**src/rtl/logo_pkg.sv**
```systemverilog
// -----------------------------------------------------------------------------
// logo_pkg
// Shared definitions for the bouncing-logo motion controller:
//   - colour indices used by the logo renderer
//   - default screen / logo dimensions
//   - motion FSM state encoding
//   - per-axis step helper and ink sequencing helper
// -----------------------------------------------------------------------------
package logo_pkg;

  // Colour indices (3-bit RGB index as seen by the renderer)
  localparam logic [2:0] COLOR_BLACK = 3'b000;
  localparam logic [2:0] COLOR_BLUE  = 3'b001;
  localparam logic [2:0] COLOR_GREEN = 3'b010;
  localparam logic [2:0] COLOR_WHITE = 3'b111;

  // Default screen and logo dimensions
  localparam int DEF_H_ACTIVE    = 640;
  localparam int DEF_V_ACTIVE    = 480;
  localparam int DEF_WIDTH_LOGO  = 80;
  localparam int DEF_HEIGHT_LOGO = 96;

  // Motion FSM states
  typedef enum logic [1:0] {
    WAIT  = 2'd0,
    UPD_X = 2'd1,
    UPD_Y = 2'd2
  } state_t;

  // Result of one axis step: new position, new direction, reflection flag
  typedef struct packed {
    logic [9:0] pos;
    logic       neg;  // 0 = moving right/down, 1 = moving left/up
    logic       hit;
  } axis_t;

  // One step on one axis. Sums are 11 bits wide so pos + step cannot wrap,
  // which also makes an out-of-range start position clamp to lim.
  function automatic axis_t axis_step(input logic [9:0]  pos,
                                      input logic        neg,
                                      input logic [10:0] step,
                                      input logic [10:0] lim);
    axis_t       res;
    logic [10:0] sum;
    sum     = {1'b0, pos} + step;
    res.pos = pos;
    res.neg = neg;
    res.hit = 1'b0;
    if (!neg) begin
      if (sum >= lim) begin
        res.pos = lim[9:0];
        res.neg = 1'b1;
        res.hit = 1'b1;
      end else begin
        res.pos = sum[9:0];
      end
    end else begin
      if ({1'b0, pos} <= step) begin
        res.pos = '0;
        res.neg = 1'b0;
        res.hit = 1'b1;
      end else begin
        res.pos = pos - step[9:0];
      end
    end
    return res;
  endfunction

  // Ink sequence 010 -> 011 -> 100 -> 101 -> 110 -> 001 -> 010 ...
  // Black and white are skipped so the logo never vanishes on the background.
  function automatic logic [2:0] ink_next(input logic [2:0] ink);
    logic [2:0] nxt;
    nxt = ink + 3'd1;
    if ((nxt == COLOR_WHITE) || (nxt == COLOR_BLACK)) begin
      nxt = COLOR_BLUE;
    end
    return nxt;
  endfunction

endpackage

```
**src/rtl/logo_bounce_frame_tick.sv**
```systemverilog
// -----------------------------------------------------------------------------
// frame_tick
// Detects the start of vertical blanking from the VGA pixel counters.
// The compare (x_px == 0 && y_px == V_ACTIVE) is registered and the tick is
// its rising edge, so a condition lasting several cycles yields one tick.
// The tick is presented in the first cycle the condition is seen; the
// consuming FSM registers it on the following edge.
//
// Ports:
//   clk   in   pixel clock
//   clr   in   asynchronous active-low reset
//   x_px  in   current pixel X
//   y_px  in   current pixel Y
//   tick  out  one-cycle frame tick
// -----------------------------------------------------------------------------
module frame_tick #(
  parameter int V_ACTIVE = 480
) (
  input  logic       clk,
  input  logic       clr,
  input  logic [9:0] x_px,
  input  logic [9:0] y_px,
  output logic       tick
);

  logic w_cond;
  logic r_cond;

  assign w_cond = (x_px == 10'd0) && (y_px == 10'(V_ACTIVE));

  // NOTE: sequential state uses non-blocking assignments so every register
  // samples pre-edge values regardless of statement order.
  always_ff @(posedge clk or negedge clr) begin
    if (!clr) begin
      r_cond <= 1'b0;
    end else begin
      r_cond <= w_cond;
    end
  end

  assign tick = w_cond && !r_cond;

endmodule

```
**src/rtl/logo_bounce.sv**
```systemverilog
// -----------------------------------------------------------------------------
// logo_bounce
// Motion controller for the on-screen logo. Once every FRAME_DIV frame ticks
// (counted only while run = 1) it steps x_logo then y_logo by STEP pixels,
// reflecting at the screen edges. Updates happen right after the start of
// vertical blanking, so the renderer never sees a mid-frame change.
//
// Optional feature: define LOGO_BOUNCE_COLOR_EN to make ink advance through
// 010,011,100,101,110,001 on every bounce pulse; otherwise ink is fixed 010.
//
// Ports:
//   clk     in   pixel clock
//   clr     in   asynchronous active-low reset
//   x_px    in   current pixel X
//   y_px    in   current pixel Y
//   run     in   motion enable, sampled at frame tick
//   x_logo  out  logo top-left X (registered)
//   y_logo  out  logo top-left Y (registered)
//   bounce  out  one-cycle pulse when either axis reflects
//   ink     out  logo colour index
// -----------------------------------------------------------------------------
module logo_bounce
  import logo_pkg::*;
#(
  parameter int H_ACTIVE    = DEF_H_ACTIVE,
  parameter int V_ACTIVE    = DEF_V_ACTIVE,
  parameter int WIDTH_LOGO  = DEF_WIDTH_LOGO,
  parameter int HEIGHT_LOGO = DEF_HEIGHT_LOGO,
  parameter int STEP        = 2,
  parameter int FRAME_DIV   = 1,
  parameter int X_INIT      = 0,
  parameter int Y_INIT      = 0
) (
  input  logic       clk,
  input  logic       clr,
  input  logic [9:0] x_px,
  input  logic [9:0] y_px,
  input  logic       run,
  output logic [9:0] x_logo,
  output logic [9:0] y_logo,
  output logic       bounce,
  output logic [2:0] ink
);

  localparam logic [10:0] X_MAX     = 11'(H_ACTIVE - WIDTH_LOGO);
  localparam logic [10:0] Y_MAX     = 11'(V_ACTIVE - HEIGHT_LOGO);
  localparam logic [10:0] STEP_W    = 11'(STEP);
  localparam logic [7:0]  FCNT_LAST = 8'(FRAME_DIV - 1);
  localparam logic [9:0]  X_RST     = 10'(X_INIT);
  localparam logic [9:0]  Y_RST     = 10'(Y_INIT);

  logic       w_tick;
  logic       w_tick_ok;
  logic       w_fire;
  logic       w_bounce_set;
  axis_t      w_ax;
  axis_t      w_ay;
  state_t     r_state;
  state_t     w_next_state;
  logic [7:0] r_fcnt;
  logic [9:0] r_x;
  logic [9:0] r_y;
  logic       r_neg_x;
  logic       r_neg_y;
  logic       r_hit_x;
  logic       r_bounce;

  frame_tick #(
    .V_ACTIVE (V_ACTIVE)
  ) u_frame_tick (
    .clk  (clk),
    .clr  (clr),
    .x_px (x_px),
    .y_px (y_px),
    .tick (w_tick)
  );

  // Ticks outside WAIT are dropped: they neither count nor start an update.
  assign w_tick_ok    = w_tick && run && (r_state == WAIT);
  assign w_fire       = w_tick_ok && (r_fcnt == FCNT_LAST);
  assign w_ax         = axis_step(r_x, r_neg_x, STEP_W, X_MAX);
  assign w_ay         = axis_step(r_y, r_neg_y, STEP_W, Y_MAX);
  // X reflection is remembered from UPD_X so a corner hit gives one pulse.
  assign w_bounce_set = (r_state == UPD_Y) && (r_hit_x || w_ay.hit);

  always_ff @(posedge clk or negedge clr) begin
    if (!clr) begin
      r_state <= WAIT;
    end else begin
      r_state <= w_next_state;
    end
  end

  // NOTE: the default assignment first keeps this block free of inferred
  // latches whatever path the case statement takes.
  always_comb begin
    w_next_state = r_state;
    unique case (r_state)
      WAIT:    if (w_fire) w_next_state = UPD_X;
      UPD_X:   w_next_state = UPD_Y;
      UPD_Y:   w_next_state = WAIT;
      default: w_next_state = WAIT;
    endcase
  end

  always_ff @(posedge clk or negedge clr) begin
    if (!clr) begin
      r_fcnt <= '0;
    end else if (w_tick_ok) begin
      r_fcnt <= (r_fcnt == FCNT_LAST) ? 8'd0 : r_fcnt + 8'd1;
    end
  end

  always_ff @(posedge clk or negedge clr) begin
    if (!clr) begin
      r_x      <= X_RST;
      r_y      <= Y_RST;
      r_neg_x  <= 1'b0;
      r_neg_y  <= 1'b0;
      r_hit_x  <= 1'b0;
      r_bounce <= 1'b0;
    end else begin
      r_bounce <= w_bounce_set;
      if (r_state == UPD_X) begin
        r_x     <= w_ax.pos;
        r_neg_x <= w_ax.neg;
        r_hit_x <= w_ax.hit;
      end
      if (r_state == UPD_Y) begin
        r_y     <= w_ay.pos;
        r_neg_y <= w_ay.neg;
      end
    end
  end

`ifdef LOGO_BOUNCE_COLOR_EN
  logic [2:0] r_ink;

  // Advances on the same edge that raises bounce.
  always_ff @(posedge clk or negedge clr) begin
    if (!clr) begin
      r_ink <= COLOR_GREEN;
    end else if (w_bounce_set) begin
      r_ink <= ink_next(r_ink);
    end
  end

  assign ink = r_ink;
`else
  assign ink = COLOR_GREEN;
`endif

  assign x_logo = r_x;
  assign y_logo = r_y;
  assign bounce = r_bounce;

endmodule

```
**config.mk**
```make
export PLATFORM = sky130hd
export DESIGN_NAME = logo_bounce
export DESIGN_NICKNAME = d
export VERILOG_FILES = /design/src/rtl/logo_pkg.sv /design/src/rtl/logo_bounce_frame_tick.sv /design/src/rtl/logo_bounce.sv
export SDC_FILE = /design/constraint.sdc
export NUM_CORES = 1
export LEC_CHECK = 0
export ABC_AREA = 1
export CORE_ASPECT_RATIO = 0.6
export CORE_MARGIN = 2
export CORE_UTILIZATION = 53
export CTS_CLUSTER_SIZE = 12
export DETAILED_ROUTE_END_ITERATION = 7
export GPL_TIMING_DRIVEN = 1
export PLACE_DENSITY = 0.81
export SLEW_MARGIN = 20
export SYNTH_ARGS = -nofsm -noshare
export SYNTH_HDL_FRONTEND = slang
export SYNTH_HIERARCHICAL = 1
export SYNTH_SLANG_ARGS = --single-unit
export TNS_END_PERCENT = 30
```
**constraint.sdc**
```tcl
create_clock -name clk -period 2.1 [get_ports clk]
set_input_delay 0.315 -clock clk [delete_from_list [all_inputs] [get_ports clk]]
set_output_delay 0.315 -clock clk [all_outputs]
set_load 0.1 [all_outputs]
```
; ---- After elaboration in Yosys (flattened, before gate mapping)
; Index checks and enable logic that the tools add are counted.
[classes]
muxes = 13
addsub = 5
eq_ne = 4
n_lt_le_gt_ge = 4
n_reduce_logical = 11
[ops]
columns = cell, n
row1 = $mux 10, 4
row2 = $mux 12, 2
row3 = $add 10x2->11 const B, 2
row4 = $le 10x2->1 const B, 2
row5 = $sub 10x2->10 const B, 2
row6 = $ge 11x10->1 const B, 1
row7 = $ge 11x9->1 const B, 1
row8 = $eq 10x9->1 const B, 1
row9 = $logic_not 10->1, 1
row10 = $mux 2, 5
row11 = $add 8x1->8 const B, 1
row12 = $logic_not 8->1, 1
row13 = $mux 8, 1
row14 = $logic_and 1x1->1, 6
row15 = $pmux 2 s2, 1
row16 = $eq 2x1->1 const B, 1
row17 = $eq 2x2->1 const B, 1
row18 = $logic_not 2->1, 1
row19 = $ne 2x2->1 const B, 1
row20 = $logic_not 1->1, 1
row21 = $logic_or 1x1->1, 1
[totals]
regBits = 35
elab_cells = 46
output_inout_bits = 24

; ---- Logic depth before layout (Yosys ltp)
; Gate-level depths: netlist of the first run.
[logic_depth]
ltp_word = 8
ltp_mapped = 13

; ---- By module
; Netlist of the first run, hierarchy kept.
[by_module_without_submodules]
columns = module, seq_area_each_um2, cells_per_inst, instances, area_per_inst_um2
row1 = logo_bounce, 800.8, 329, 1, 2426.1
row2 = frame_tick, 25.0, 24, 1, 130.1

; ---- Least setup slack after synthesis of the first run
; No wires, ideal clock.
[synth_timing]
kind = flip-flop to flip-flop
from = reg r_x[1], in the netlist x_logo[1]
to = reg r_hit_x
path_stages_with_launch = 11
arrival_ns = 2.151
setup_time_ns = 0.121
required_ns = 1.979
period_less_slack_ns = 2.272
n_path_buf = 0
path_slack_ns = -0.172
cell_sequence = dfrtp_1 ha_1 nand2_4 o21bai_1 nand2_1 nor2_1 nand3_2 nand2_2 nand2_1 nand3_1 o21ai_1
[synth_between]
elab_chain_len = 4
[synth_lines]
columns = element, line_no
row1 = "start, declared", logo_bounce.sv:61  ; logic [9:0] r_x;
row2 = "start signal, assigned", logo_bounce.sv:125  ; r_x <= w_ax.pos;
row3 = $add 10x2->11, logo_pkg.sv:45  ; sum = {1'b0, pos} + step;
row4 = $ge 11x10->1, logo_pkg.sv:50  ; if (sum >= lim) begin
row5 = $mux 2, logo_pkg.sv:50
row6 = $mux 12 (*), logo_pkg.sv:49  ; if (!neg) begin
row7 = "end signal, assigned", logo_bounce.sv:127  ; r_hit_x <= w_ax.hit;
row8 = "end, declared", logo_bounce.sv:65  ; logic r_hit_x;
; Mark *: on every way between the ends. The rest lies on a longest branch, timed or not.
; A chain may end at the register's enable or synchronous reset.

; ---- Worst setup path in the final report of the first run
[layout_timing]
from = reg r_y[2], in the netlist y_logo[2]
to = reg r_y[4], in the netlist y_logo[4]
[layout_between]
elab_chain_len = 4
[layout_lines]
columns = element, line_no
row1 = "start, declared", logo_bounce.sv:62  ; logic [9:0] r_y;
row2 = "start signal, assigned", logo_bounce.sv:130  ; r_y <= w_ay.pos;
row3 = $add 10x2->11, logo_pkg.sv:45
row4 = $ge 11x9->1, logo_pkg.sv:50
row5 = $mux 10, logo_pkg.sv:50
row6 = $mux 12 (*), logo_pkg.sv:49
; Marks and branches as above.

==> results_dict.tcl, run 1 <==
set metrics [dict create \
    number_of_clock_buffers_inserted_by_tritoncts 5 \
    cts_tree "built" \
    asyncSetResetFlopFracSynth_pct 100.0 \
    vias_in_the_first_global_route 2079 \
    cts_root_buffer "sky130_fd_sc_hd__clkbuf_8" \
    yosys_register_bits 33 \
    synth_most_common_cell "sky130_fd_sc_hd__nand2_1" \
    gp_congestion 0.9139 \
    startpoint_type "register" \
    insertion_delay_ns 0.28 \
    routed-via-count 2397 \
    post_synth_num_cell_types 39 \
    ant_nets 0 \
    synth-warning-count 6 \
    hold_path_class "primary input to async pin" \
    synth_enable_flop_cells 0 \
    synth-main-ff-cell "sky130_fd_sc_hd__dfrtp_1" \
    clock_path_buffers 2 \
    mappedNetlistArea_mm2 0.002556 \
    post_synth_inst_count 353 \
    worstRegToRegCells 11 \
    synth.largest_area_cell "sky130_fd_sc_hd__dfrtp_1" \
    tritoncts_num_sinks 33 \
    starting_density_of_the_core_pct 55.43 \
    grt_overflow_total 0 \
    holdBufCountCts 0 \
    finish.utilization_pct 66.47 \
    max_freq_mhz 553.9 \
    die_width_um 93.66 \
    die_h_um 57.80 \
    grt_antenna_before_repair 0 \
    synth.area.top_cells "sky130_fd_sc_hd__dfrtp_1, sky130_fd_sc_hd__nand2_1, sky130_fd_sc_hd__nor2_1" \
    wl_per_cell_um 12.91 \
    synth_area_per_cell_um2 7.241 \
    cp_cell_sequence "ha_1, nand2_1, nor2_2, nand2_1, nand2_1, nand3_2, nor2_2, nand2_2, clkinv_2, nand2_1, a21oi_2" \
    power.total_mw 1.349 \
    post_cts_resize_count 0 \
    placement_rows 19 \
    clkTransAtPathRegs_ns 0.07 \
    timing.clock.skew_ns 0.005708 \
    antenna-diode-count 0 \
    ys_seq_area_share_pct 32.31 \
    timing.final.crit_period_ns 1.805 \
    count_of_input_and_output_buffers 41 \
    filler_cell_count 395 \
    final_min_period_over_clock_period_pct 85.97 \
    cts-htree-levels 2 \
    slowest_stage "sky130_fd_sc_hd__dfrtp_2" \
    worstSetupPathType "register to register" \
    grt_start_max_net_pins 34 \
    fp.dieArea_mm2 0.005413 \
    cp-end-kind "register" \
    timing.critical_path.required_ns 2.31 \
    cpMostUsedCell "sky130_fd_sc_hd__nand2_1" \
    unrepaired_setup_endpoints_after_global_routing "false" \
    post_route_cells_drive_above_1_share_pct 20.30 \
    synth_commonest_cells "sky130_fd_sc_hd__nand2_1, sky130_fd_sc_hd__nor2_1, sky130_fd_sc_hd__inv_1, sky130_fd_sc_hd__dfrtp_1, sky130_fd_sc_hd__nand3_1" \
    run_status "finished clean" \
    yosys.area.top_type_share_pct 32.31 \
    cellLeakagePower_nw 1.555 \
    max_stage_delay_ns 0.47 \
    syn2layout_area_growth_pct 19.92 \
    worst_r2r_startpoint "y_logo[2]" \
    r2r_setup_slack_ns 0.29 \
    grt_usage_pct 23.45 \
    global_route_wire_length_before_repair_um 9887 \
    post-route-drc-count 0 \
    timing.final.hold_violations 0 \
    critical_path.max_fanout 8 \
    initial_drt_pass_iterations 5 \
    detailedPlacementHpwl_um 4437 \
    setup_viol 0 \
    report.final.slew_viol_count 0 \
    capture_instance_of_the_worst_register_to_register_path "y_logo[4]" \
    totalWireLength_um 5898 \
    initial_detailed_routing_violation_count 217 \
    timing.max_cap.violations 0 \
    placeable_area_mm2 0.004612 \
    drt-vias-per-instance 5.245 \
    fin_nets 424 \
    postCtsSetupRepairBufs 0 \
    vdd.ir_drop.worst_mv 0.2805 \
    floorplan.io_pins 47 \
    critical_path_arrival_ns 2.02 \
    power_density_mw_per_mm2 439.9 \
]
routing by layer:
| layer | vias up | share of wire (%) | track usage (%) |
|---|---|---|---|
| li1 | 1204 | - | - |
| met1 | 1067 | 47 | 33.56 |
| met2 | 122 | 41 | 33.30 |
| met3 | 4 | 11 | 9.363 |
| met4 | 0 | 0.61 | 6.211 |
| met5 | - | 0 | 0 |
sequential cells by signal, indices dropped and copies added, names as in the netlist:
register / flops
x_logo: 9
r_hit_x: 1
u_frame_tick/r_cond: 1
y_logo: 9
r_fcnt: 8
bounce: 1
r_neg_x: 1
r_neg_y: 1
r_state: 2
kinds of logic after synthesis:
| kind of cell | after synthesis | share of synthesized area [%] |
|---|---|---|
| other | 2 | 0.2938 |
| XOR/XNOR | 20 | 6.853 |
| flip-flops | 33 | 32.31 |
| AND/OR/NAND/NOR | 185 | 35.39 |
| adder cells (fa/ha/maj) | 8 | 3.916 |
| AO/OA/AOI/OAI | 43 | 9.643 |
| buffers and inverters | 62 | 11.60 |
through the flow:
stage	hold slack, ns	cell area, um^2	worst slack (ns)	setup TNS (ns)	std cells
3_5_place_dp	0.4757	2949	-0.01939	-0.01939	449
5_1_grt	0.4708	3065	0.1053	0	457
4_1_cts	0.4437	3065	0.2910	0	457
6_report	0.4345	3065	0.2946	0	457
3_3_place_gp	0.4722	2949	0.06961	0	449
2_1_floorplan	0.01941	2580	-0.005638	-0.005638	356
layout by cell type (no fill, tap or decap), drive strengths merged, types with 2 or more instances in the layout:
cell           count
buf               24
a22oi              2
nand2             66
a21oi             17
clkbuf             7
ha                 8
xnor2              3
nor2              64
a31oi              3
xor2              17
nor3               8
inv               44
nand3             35
o21ai             17
clkdlybuf4s50     22
clkinv             2
conb               5
dfrtp             33
nand4              9
layout make-up:
class | count | area, um^2 | share of cell area (%)
flip-flops and latches | 33 | 838.3 | 27.35
well taps | 63 | 78.83 | 2.571
inverters | 46 | 173.9 | 5.673
clock inverters | 1 | 30.03 | 0.9796
repair buffers | 46 | 412.9 | 13.47
multi-input cells | 261 | 1445 | 47.14
clock buffers | 7 | 86.33 | 2.816
worst max path at each step:
| stage | from | endpoint | slack (ns) | depth (start not counted) |
|---|---|---|---|---|
| 2_1_floorplan | x_logo[6] | r_hit_x | -0.006 | 10 |
| 3_3_place_gp | y_px[8] | r_fcnt[6] | 0.07 | 12 |
| 3_5_place_dp | x_px[9] | r_fcnt[6] | -0.02 | 11 |
| 4_1_cts | x_px[9] | r_fcnt[6] | 0.29 | 11 |
| 5_1_grt | y_logo[2] | y_logo[5] | 0.11 | 11 |
| 6_report | y_logo[2] | y_logo[4] | 0.29 | 11 |
power by group:
part	internal [mW]	switching [mW]
clock network	0.387	0.226
registers	0.635	0.00000298
logic	0.0400	0.0603
critical path: cells and delay by family, from the launching register on:
kind,cells,cell delay [ns]
and+or+nand+nor,8,0.81
DFF,1,0.47
adders and majority gates,1,0.22
AOI/OAI and AO/OA,1,0.12
buffers and inverters,1,0.11
Note: power is estimated with default switching activity, not from simulation.
==> run 2, diff against run 1 <==
--- a/config.mk
+++ b/config.mk
@@ -11,8 +11,10 @@
 export CORE_UTILIZATION = 53
 export CTS_CLUSTER_SIZE = 12
 export DETAILED_ROUTE_END_ITERATION = 7
+export GPL_ROUTABILITY_DRIVEN = 0
 export GPL_TIMING_DRIVEN = 1
 export PLACE_DENSITY = 0.81
+export SKIP_CTS_REPAIR_TIMING = 1
 export SLEW_MARGIN = 20
 export SYNTH_ARGS = -nofsm -noshare
 export SYNTH_HDL_FRONTEND = slang
==> results_dict.tcl, run 2 (synthesized netlist as in run 1, its figures left out) <==
set metrics [dict create \
    run_status "finished clean" \
    fin_nets 424 \
    starting_density_of_the_core_pct 55.43 \
    initial_drt_pass_iterations 5 \
    setup_viol 0 \
    cp-end-kind "register" \
    setup_tns_ns 0 \
    vias_in_the_first_global_route 2178 \
    grt_antenna_before_repair 0 \
    count_of_input_and_output_buffers 41 \
    cts_root_buffer "sky130_fd_sc_hd__clkbuf_8" \
    detailedPlacementHpwl_um 4429 \
    timing.max_cap.violations 0 \
    cp.buffers_inverters 1 \
    tritoncts_num_sinks 33 \
    slowest_stage "sky130_fd_sc_hd__dfrtp_2" \
    wl_per_cell_um 12.87 \
    timing.final.hold_violations 0 \
    insertion_delay_ns 0.29 \
    non_filler_cells_in_the_finished_layout 457 \
    clkTransAtPathRegs_ns 0.07 \
    critical_path_arrival_ns 2.04 \
    initial_detailed_routing_violation_count 218 \
    cts-htree-levels 2 \
    worstSetupStartpoint "y_logo[1]" \
    highest_count_cells_in_the_layout_ignoring_fill_and_taps "sky130_fd_sc_hd__nand2_1, sky130_fd_sc_hd__nor2_1, sky130_fd_sc_hd__inv_1" \
    critical_path.max_fanout 8 \
    routed-via-count 2433 \
    die_h_um 57.80 \
    startpoint_type "register" \
    die_width_um 93.66 \
    vdd.ir_drop.worst_mv 0.3191 \
    worst_r2r_startpoint "y_logo[1]" \
    unrepaired_setup_endpoints_after_global_routing "false" \
    worst-path-stages 11 \
    hold_path_class "primary input to async pin" \
    timing.clock.skew_ns 0.006142 \
    cellLeakagePower_nw 1.570 \
    syn2layout_area_growth_pct 20.95 \
    number_of_clock_buffers_inserted_by_tritoncts 5 \
    cp_top_delay_family "simple AND/OR/NAND/NOR gates" \
    fp.dieArea_mm2 0.005413 \
    worstSetupPathType "register to register" \
    cpMostUsedCell "sky130_fd_sc_hd__nand2_1" \
    placeable_area_mm2 0.004612 \
    worstRegToRegCells 11 \
    post_route_cells_drive_above_1_share_pct 20.81 \
    placement_rows 19 \
    max_freq_mhz 550.1 \
    grt_start_max_net_pins 34 \
    drt-vias-per-instance 5.324 \
    max_stage_delay_ns 0.47 \
    placedCellCount 449 \
    grt_usage_pct 24.07 \
    global_route_wire_length_before_repair_um 10100 \
    timing.hold.ws_ns 0.4252 \
    fin_area_mm2 0.003092 \
    timing.final.crit_period_ns 1.818 \
    leading_cell_type_in_the_layout_fill_and_taps_excluded "sky130_fd_sc_hd__nand2_1" \
    grt_overflow_total 0 \
    cts_tree "built" \
    placement.cell_area_mm2 0.002949 \
    r2r_setup_slack_ns 0.28 \
    floorplan.io_pins 47 \
    totalWireLength_um 5881 \
    power_density_mw_per_mm2 474.9 \
    report.final.slew_viol_count 0 \
    timing.critical_path.required_ns 2.32 \
    power.total_mw 1.468 \
    ant_nets 0 \
    antenna-diode-count 0 \
    post-route-drc-count 0 \
    cp_cell_sequence "ha_1, nand2_1, nor2_2, nand2_1, nand2_1, nand3_2, nor2_2, nand2_2, clkinv_2, nand2_1, a21oi_2" \
    clock_path_buffers 2 \
    final_min_period_over_clock_period_pct 86.57 \
]
-- run 2: power by group --
group / switching [mW] / internal [mW] / total [mW]
logic: 0.0605 / 0.0400 / 0.101
clock network: 0.255 / 0.478 / 0.733
registers: 0.00000318 / 0.635 / 0.635
-- run 2: worst paths after layout --
kind,to
worst max-delay path,y_logo[4]
worst min-delay path,y_logo[6]
worst max register to register,y_logo[4]
worst min register to register,r_fcnt[7]
max in group asynchronous,y_logo[5]
min in group clk,r_fcnt[7]
-- run 2: worst reg2reg max path: cells and delay by family, from the launching register on --
kind | cells | cell delay (ns)
flops | 1 | 0.47
simple gates | 8 | 0.84
fa+ha+maj | 1 | 0.22
buf+inv | 1 | 0.10
compound gates | 1 | 0.12
-- run 2: metrics by stage --
step | utilization [%] | worst slack, ns
6_report | 67.04 | 0.2820
3_5_place_dp | 63.94 | -0.03363
2_1_floorplan | - | -0.005638
5_1_grt | 67.04 | 0.08385
4_1_cts | 66.93 | 0.2698
3_3_place_gp | 63.94 | 0.07184
-- run 2: layout make-up --
cell class	count	area, um^2
Fill cell	399	1520
Multi-Input combinational cell	261	1450
Sequential cell	33	838.3
Timing Repair Buffer	46	412.9
Inverter	46	173.9
Tap cell	63	78.83
Clock buffer	5	68.82
Clock inverter	3	68.82
-- run 2: per-layer routing --
| layer | routed length [um] | global-route usage, % |
|---|---|---|
| met1 | 2746 | 35.19 |
| met2 | 2336 | 34.84 |
| met3 | 729 | 7.672 |
| met4 | 68 | 6.211 |
| met5 | 0 | 0 |
==> run 3, diff against run 2 <==
--- a/config.mk
+++ b/config.mk
@@ -9,6 +9,7 @@
 export CORE_ASPECT_RATIO = 0.6
 export CORE_MARGIN = 2
 export CORE_UTILIZATION = 53
+export CTS_CLUSTER_DIAMETER = 200
 export CTS_CLUSTER_SIZE = 12
 export DETAILED_ROUTE_END_ITERATION = 7
 export GPL_ROUTABILITY_DRIVEN = 0
==> results of run 3 <==
Same layout as run 2: the final DEF is identical, and so are final timing and power.
